===== src/rtl/output_formatter_if.sv =====
`default_nettype none
// ============================================================================
// Interface : output_formatter_if
// Brief     : Valid/ready byte link from the output formatter to the host.
//             master = formatter side (drives data/valid), slave = host side.
// Revision  : 1.0  initial release
// ============================================================================
interface output_formatter_if;
  logic [7:0] tx_data;
  logic       tx_valid;
  logic       tx_ready;

  modport master (
    output tx_data,
    output tx_valid,
    input  tx_ready
  );

  modport slave (
    input  tx_data,
    input  tx_valid,
    output tx_ready
  );
endinterface
`default_nettype wire


===== src/rtl/output_formatter.sv =====
`default_nettype none
// ============================================================================
// Module    : output_formatter
// Brief     : Buffers 3-bit execute output values in a FIFO and sends them to
//             the host as ASCII digits separated by ',', terminated by '\n'
//             once the CPU has halted and the FIFO has drained.
// Options   : OUTFMT_STALL_EN - when defined, stall flags FIFO count >= DEPTH-1;
//             otherwise stall is tied low.
// Revision  : 1.0  initial release
// ============================================================================
module output_formatter #(
  parameter int DEPTH = 8
) (
  input  wire logic       clk,
  input  wire logic       rst_n,
  input  wire logic [2:0] reg_out,
  input  wire logic       out_valid,
  input  wire logic       halt,
  output_formatter_if.master tx,
  output logic            overflow,
  output logic            done,
  output logic            stall
);

  localparam int              c_PW    = $clog2(DEPTH);
  localparam int              c_CW    = c_PW + 1;
  localparam logic [c_CW-1:0] c_DEPTH = c_CW'(DEPTH);

  typedef enum logic [2:0] {
    S_IDLE    = 3'd0,
    S_COMMA   = 3'd1,
    S_DIGIT   = 3'd2,
    S_NEWLINE = 3'd3,
    S_DONE    = 3'd4
  } state_t;

  state_t          r_state;
  state_t          w_state_nxt;
  logic [7:0]      r_tx_data;
  logic [7:0]      w_tx_data_nxt;
  logic            r_tx_valid;
  logic            w_tx_valid_nxt;
  logic [2:0]      r_mem [DEPTH];
  logic [c_PW-1:0] r_wr_ptr;
  logic [c_PW-1:0] r_rd_ptr;
  logic [c_CW-1:0] r_count;
  logic            r_first;
  logic            r_halt_seen;
  logic            r_overflow;

  logic            w_hs;
  logic            w_pop;
  logic            w_push_req;
  logic            w_push;
  logic [7:0]      w_digit;

  // A digit leaves the FIFO only when the host takes it; a push may use the
  // slot freed by a pop in the same cycle, so a full FIFO still accepts then.
  assign w_hs       = r_tx_valid && tx.tx_ready;
  assign w_pop      = (r_state == S_DIGIT) && w_hs;
  assign w_push_req = out_valid && (r_state != S_DONE);
  assign w_push     = w_push_req && ((r_count != c_DEPTH) || w_pop);
  assign w_digit    = 8'h30 + {5'b0, r_mem[r_rd_ptr]};

  assign tx.tx_data  = r_tx_data;
  assign tx.tx_valid = r_tx_valid;
  assign overflow    = r_overflow;
  assign done        = (r_state == S_DONE);

`ifdef OUTFMT_STALL_EN
  localparam logic [c_CW-1:0] c_STALL_LVL = c_CW'(DEPTH - 1);
  assign stall = (r_count >= c_STALL_LVL);
`else
  assign stall = 1'b0;
`endif

  // FIFO storage; contents are don't-care while the entry is not counted.
  always_ff @(posedge clk) begin
    if (w_push) begin
      r_mem[r_wr_ptr] <= reg_out;
    end
  end

  // FIFO pointers/count, stream flags and sticky overflow.
  always_ff @(posedge clk or negedge rst_n) begin
    if (!rst_n) begin
      r_wr_ptr    <= '0;
      r_rd_ptr    <= '0;
      r_count     <= '0;
      r_first     <= 1'b1;
      r_halt_seen <= 1'b0;
      r_overflow  <= 1'b0;
    end else begin
      if (w_push) begin
        r_wr_ptr <= r_wr_ptr + c_PW'(1);
      end
      if (w_pop) begin
        r_rd_ptr <= r_rd_ptr + c_PW'(1);
        r_first  <= 1'b0;
      end
      r_count <= r_count + c_CW'(w_push) - c_CW'(w_pop);
      if (halt) begin
        r_halt_seen <= 1'b1;
      end
      if (w_push_req && !w_push) begin
        r_overflow <= 1'b1;
      end
    end
  end

  // State and registered byte-link outputs.
  always_ff @(posedge clk or negedge rst_n) begin
    if (!rst_n) begin
      r_state    <= S_IDLE;
      r_tx_data  <= 8'h00;
      r_tx_valid <= 1'b0;
    end else begin
      r_state    <= w_state_nxt;
      r_tx_data  <= w_tx_data_nxt;
      r_tx_valid <= w_tx_valid_nxt;
    end
  end

  // Next state and next byte; a presented byte holds until the handshake.
  always_comb begin
    w_state_nxt    = r_state;
    w_tx_data_nxt  = r_tx_data;
    w_tx_valid_nxt = r_tx_valid;
    case (r_state)
      S_IDLE: begin
        if (r_count != '0) begin
          w_tx_valid_nxt = 1'b1;
          if (r_first) begin
            w_state_nxt   = S_DIGIT;
            w_tx_data_nxt = w_digit;
          end else begin
            w_state_nxt   = S_COMMA;
            w_tx_data_nxt = 8'h2C;
          end
        end else if (r_halt_seen) begin
          w_state_nxt    = S_NEWLINE;
          w_tx_data_nxt  = 8'h0A;
          w_tx_valid_nxt = 1'b1;
        end
      end
      S_COMMA: begin
        if (w_hs) begin
          w_state_nxt   = S_DIGIT;
          w_tx_data_nxt = w_digit;
        end
      end
      S_DIGIT: begin
        if (w_hs) begin
          w_state_nxt    = S_IDLE;
          w_tx_valid_nxt = 1'b0;
        end
      end
      S_NEWLINE: begin
        if (w_hs) begin
          w_state_nxt    = S_DONE;
          w_tx_valid_nxt = 1'b0;
        end
      end
      S_DONE: begin
        w_tx_valid_nxt = 1'b0;
      end
      default: begin
        w_state_nxt    = S_IDLE;
        w_tx_valid_nxt = 1'b0;
      end
    endcase
  end

endmodule
`default_nettype wire

===== src/flat_wrapper.sv =====
// flat-port wrapper written by rule: the top's interface ports become plain ports
module output_formatter_flat 
#(
  parameter int DEPTH = 8
)
  (clk, rst_n, reg_out, out_valid, halt, overflow, done, stall, tx_tx_data, tx_tx_valid, tx_tx_ready);
  output_formatter_if tx_i ();
  input  wire logic clk;
  input  wire logic rst_n;
  input  wire logic [2:0] reg_out;
  input  wire logic out_valid;
  input  wire logic halt;
  output logic overflow;
  output logic done;
  output logic stall;
  output wire logic [$bits(tx_i.tx_data)-1:0] tx_tx_data;
  output wire logic [$bits(tx_i.tx_valid)-1:0] tx_tx_valid;
  input wire logic [$bits(tx_i.tx_ready)-1:0] tx_tx_ready;
  assign tx_tx_data = tx_i.tx_data;
  assign tx_tx_valid = tx_i.tx_valid;
  assign tx_i.tx_ready = tx_tx_ready;
  output_formatter #(.DEPTH(DEPTH)) u_core (.clk(clk), .rst_n(rst_n), .reg_out(reg_out), .out_valid(out_valid), .halt(halt), .tx(tx_i), .overflow(overflow), .done(done), .stall(stall));
endmodule

===== config.mk =====
export PLATFORM = sky130hd
export DESIGN_NAME = output_formatter_flat
export DESIGN_NICKNAME = d
export VERILOG_FILES = /design/src/rtl/output_formatter_if.sv /design/src/rtl/output_formatter.sv /design/src/flat_wrapper.sv
export SDC_FILE = /design/constraint.sdc
export NUM_CORES = 1
export LEC_CHECK = 0
export BUFFER_PORTS_ARGS = -buffer_cell sky130_fd_sc_hd__buf_2
export CORE_MARGIN = 10
export CORE_UTILIZATION = 52
export DETAILED_ROUTE_END_ITERATION = 16
export PLACE_DENSITY = 0.7
export SKIP_CTS_REPAIR_TIMING = 1
export SLEW_MARGIN = 20
export SYNTH_ARGS = -nofsm -noshare
export SYNTH_HDL_FRONTEND = slang
export SYNTH_SLANG_ARGS = --single-unit

===== constraint.sdc =====
create_clock -name clk -period 1.9 [get_ports clk]
set_input_delay 0.19 -clock clk [delete_from_list [all_inputs] [get_ports clk]]
set_output_delay 0.19 -clock clk [all_outputs]
set_load 0.02 [all_outputs]

==> flow_summary.ini <==
[outcome]
status = finished clean

[power_and_ir_drop]
leakage_uw = 0.00105
report.power.total_uw = 3990
cell_area_power_density_nw_per_um2 = 1560
irDropWorstVdd_uv = 773

[grt]
grt_util_met1_pct = 13.2
met3_usage_pct = 4.73
grt_start_max_net_pins = 24
grt_busiest_layer = met2
total_congestion_overflow_after_global_routing = 0
grt_pass1_wl_mm = 6.62
grt_antenna_before_repair = 0
grt.met2_usage_pct = 18.9
number_of_global_route_vias_before_repair = 1420
grt_util_overall_pct = 11.3

[timing]
finalCritPeriodShare_pct = 99.8
max-slew-margin-rel_pct = 64.3
slew_violations = 0
timing_hold_violations_final = 0
final_setup_violation_count = 0
clock.fmax_mhz = 527
fin_crit_ns = 1.90
max_slew.worst_pin.slew_ns = 0.536
grt_setup_unrepaired = yes
timing.clock.skew_ns = 0.00416

[cts]
cts_buffers = 5
ctsRootBufferMaster = clkbuf_8
cts_num_sinks = 47
clock_tree_from_tritoncts = yes
htree_num_levels = 2
ctsLongestPathBuffers = 2
clock_insertion_delay_worst_skew_ns = 0.30
clkTransAtPathRegs_ns = 0.08

[placement]
count_of_input_and_output_buffers = 16
gp_congestion = 0.813
place_hpwl_mm = 3.04

[setup_path]
critical_path_buf_inv_count = 3
crit_path_cell_trace = o311ai_4, nand3_2, inv_2, ha_4, inv_2, fa_2, inv_2
crit_path_start_kind = flop
cp.required_ns = 2.10
critical_path.top_delay_family = adder cells
worst_ep_arrival_time_ns = 2.10
crit_type = flop to flop
cp-end-kind = flop
worst-r2r-setup-slack_ns = 0.003
worst-path-max-fanout = 4
cp_slowest_cell = fa_2
worst_path_largest_cell_delay_ns = 0.53
critPathMostFrequentCell = inv_2

[final_layout]
multi_input_area_um2 = 853
layout.core_utilization_pct = 63.5
diodes = 0
fillerInstances = 327
layout.nets = 207
drive_gt1_share_pct = 36.1
syn2layout_area_growth_pct = 17.3
layout.area.seq_um2 = 1300

[floorplanning]
floorplan.core_area_um2 = 4030
die_w_um = 84.7
floorplan.initialDensity_pct = 54.1
fp-row-count = 23
floorplan.die.height_um = 84.7
die_footprint_um2 = 7180
design.portCount = 20

[synth]
synth_fa_ha_area_share_pct = 5.51
synth_xor_area_share_pct = 2.41
synthTopCellsByArea = edfxtp_1 33%, dfrtp_1 25%, mux4_2 6.2%, ha_1 4.6%, nand2_1 2.4%
netlist.top_cell.by_area = edfxtp_1
synth-compound-area-share_pct = 8.67
synth-seq-cells = 47
share_of_synthesized_area_occupied_by_flip_flops_and_latches_pct = 59.5
synth_simple_gate_area_share_pct = 10.6
yosys_warnings = 0
yosysMostFrequentCell = edfxtp_1
yosys-mux-area-fraction_pct = 8.78
yosys-top-cells-count = 24 x edfxtp_1, 22 x dfrtp_1, 14 x nand2_1, 12 x inv_1, 10 x nor2_1
synth_top_area_share_pct = 33.1
synth_enable_flop_cells = 24
synth-async-reset-ratio_pct = 48.9
netlist-cell-type-count = 50
syn-instance-count = 157
dominant_combinational_cell_family_by_area_after_synthesis = simple AND/OR/NAND/NOR gates
postSynthAreaPerCell_um2 = 13.9
synth_ff_type = edfxtp_1
post_synth_instance_area_um2 = 2180

[hold_path]
min_path_type = input pin to flop

[detailed_routing]
total_detailed_routing_wirelength_mm = 3.89
drc_errors = 0
vias_per_cell = 5.49
wl_per_cell_um = 16.2
drt-pass1-iter-count = 4
route.vias.total = 1323
antenna_nets_post_route = 0
drt_iter0_drcs = 48

[flow_run]
max-cap-violations = 0
==> registers in the layout, indices dropped and copies added (netlist names) <==
signal,count
u_core.overflow,1
u_core.r_count,4
u_core.r_first,1
u_core.r_halt_seen,1
u_core.r_mem,24
u_core.r_rd_ptr,3
u_core.r_state,3
u_core.r_wr_ptr,3
u_core.tx.tx_data,6
u_core.tx.tx_valid,1
==> where the power goes <==
part | internal, uW | leakage [uW] | switching (uW) | total, uW
Clock | 297 | 0.0000474 | 337 | 634
Combinational | 833 | 0.000518 | 864 | 1700
Sequential | 1380 | 0.000486 | 275 | 1660
==> area by class of cell <==
| type | count | area share (%) |
|---|---|---|
| Tap cell | 50 | 2.45 |
| Clock inverter | 2 | 0.636 |
| Inverter | 12 | 1.76 |
| Multi-Input combinational cell | 93 | 33.4 |
| Timing Repair Buffer | 31 | 7.78 |
| Clock buffer | 6 | 3.23 |
| Sequential cell | 47 | 50.8 |
==> routing by layer <==
layer / part of all wire (%) / up-vias
met5: 0 / -
met4: 1.0 / 0
met3: 6.0 / 5
met2: 50 / 29
met1: 43 / 660
li1: - / 629
==> cell families (layout without fill, tap and decap cells) <==
group / after synthesis / after routing
DFF: 47 / 47
and+or+nand+nor: 43 / 43
AOI/OAI and AO/OA: 21 / 21
buffers and inverters: 19 / 51
muxes: 11 / 11
adders and majority gates: 9 / 9
xor gates and xnor gates: 6 / 6
other: 1 / 3
==> through the flow <==
stage          cell area [um^2]  setup slack, ns  hold WS [ns]  TNS, ns  instances
3_3_place_gp               2380           0.0503         0.186        0        230
6_report                   2560          0.00285        0.0799        0        241
3_5_place_dp               2380         0.000102         0.196        0        230
2_1_floorplan              2190          -0.0415        -0.106  -0.0812        159
5_1_grt                    2560          -0.0839        0.0816   -0.807        241
4_1_cts                    2480          -0.0305        -0.134  -0.0491        238
==> worst paths after layout <==
path / from / endpoint / cells after the start
min in group asynchronous: rst_n / u_core.tx.tx_data[1] / 2
min: halt / u_core.r_halt_seen / 2
max: u_core.r_state[0] / u_core.r_count[1] / 7
max reg2reg: u_core.r_state[0] / u_core.r_count[1] / 7
max in group asynchronous: rst_n / u_core.tx.tx_valid / 2
min reg2reg: u_core.overflow / u_core.overflow / 1
==> layout by cell type, fill, tap and decap left out, types with 6 or more instances in the layout <==
cell      synthesis  routed
inv_1            12       8
ha_1              8       6
nand2_1          14      13
nor2_1           10       7
mux4_2            6       6
buf_2             1      16
clkbuf_8          0       6
edfxtp_1         24      24
dfrtp_1          22      21
buf_4             3      13
(Power assumes the default switching activity.)
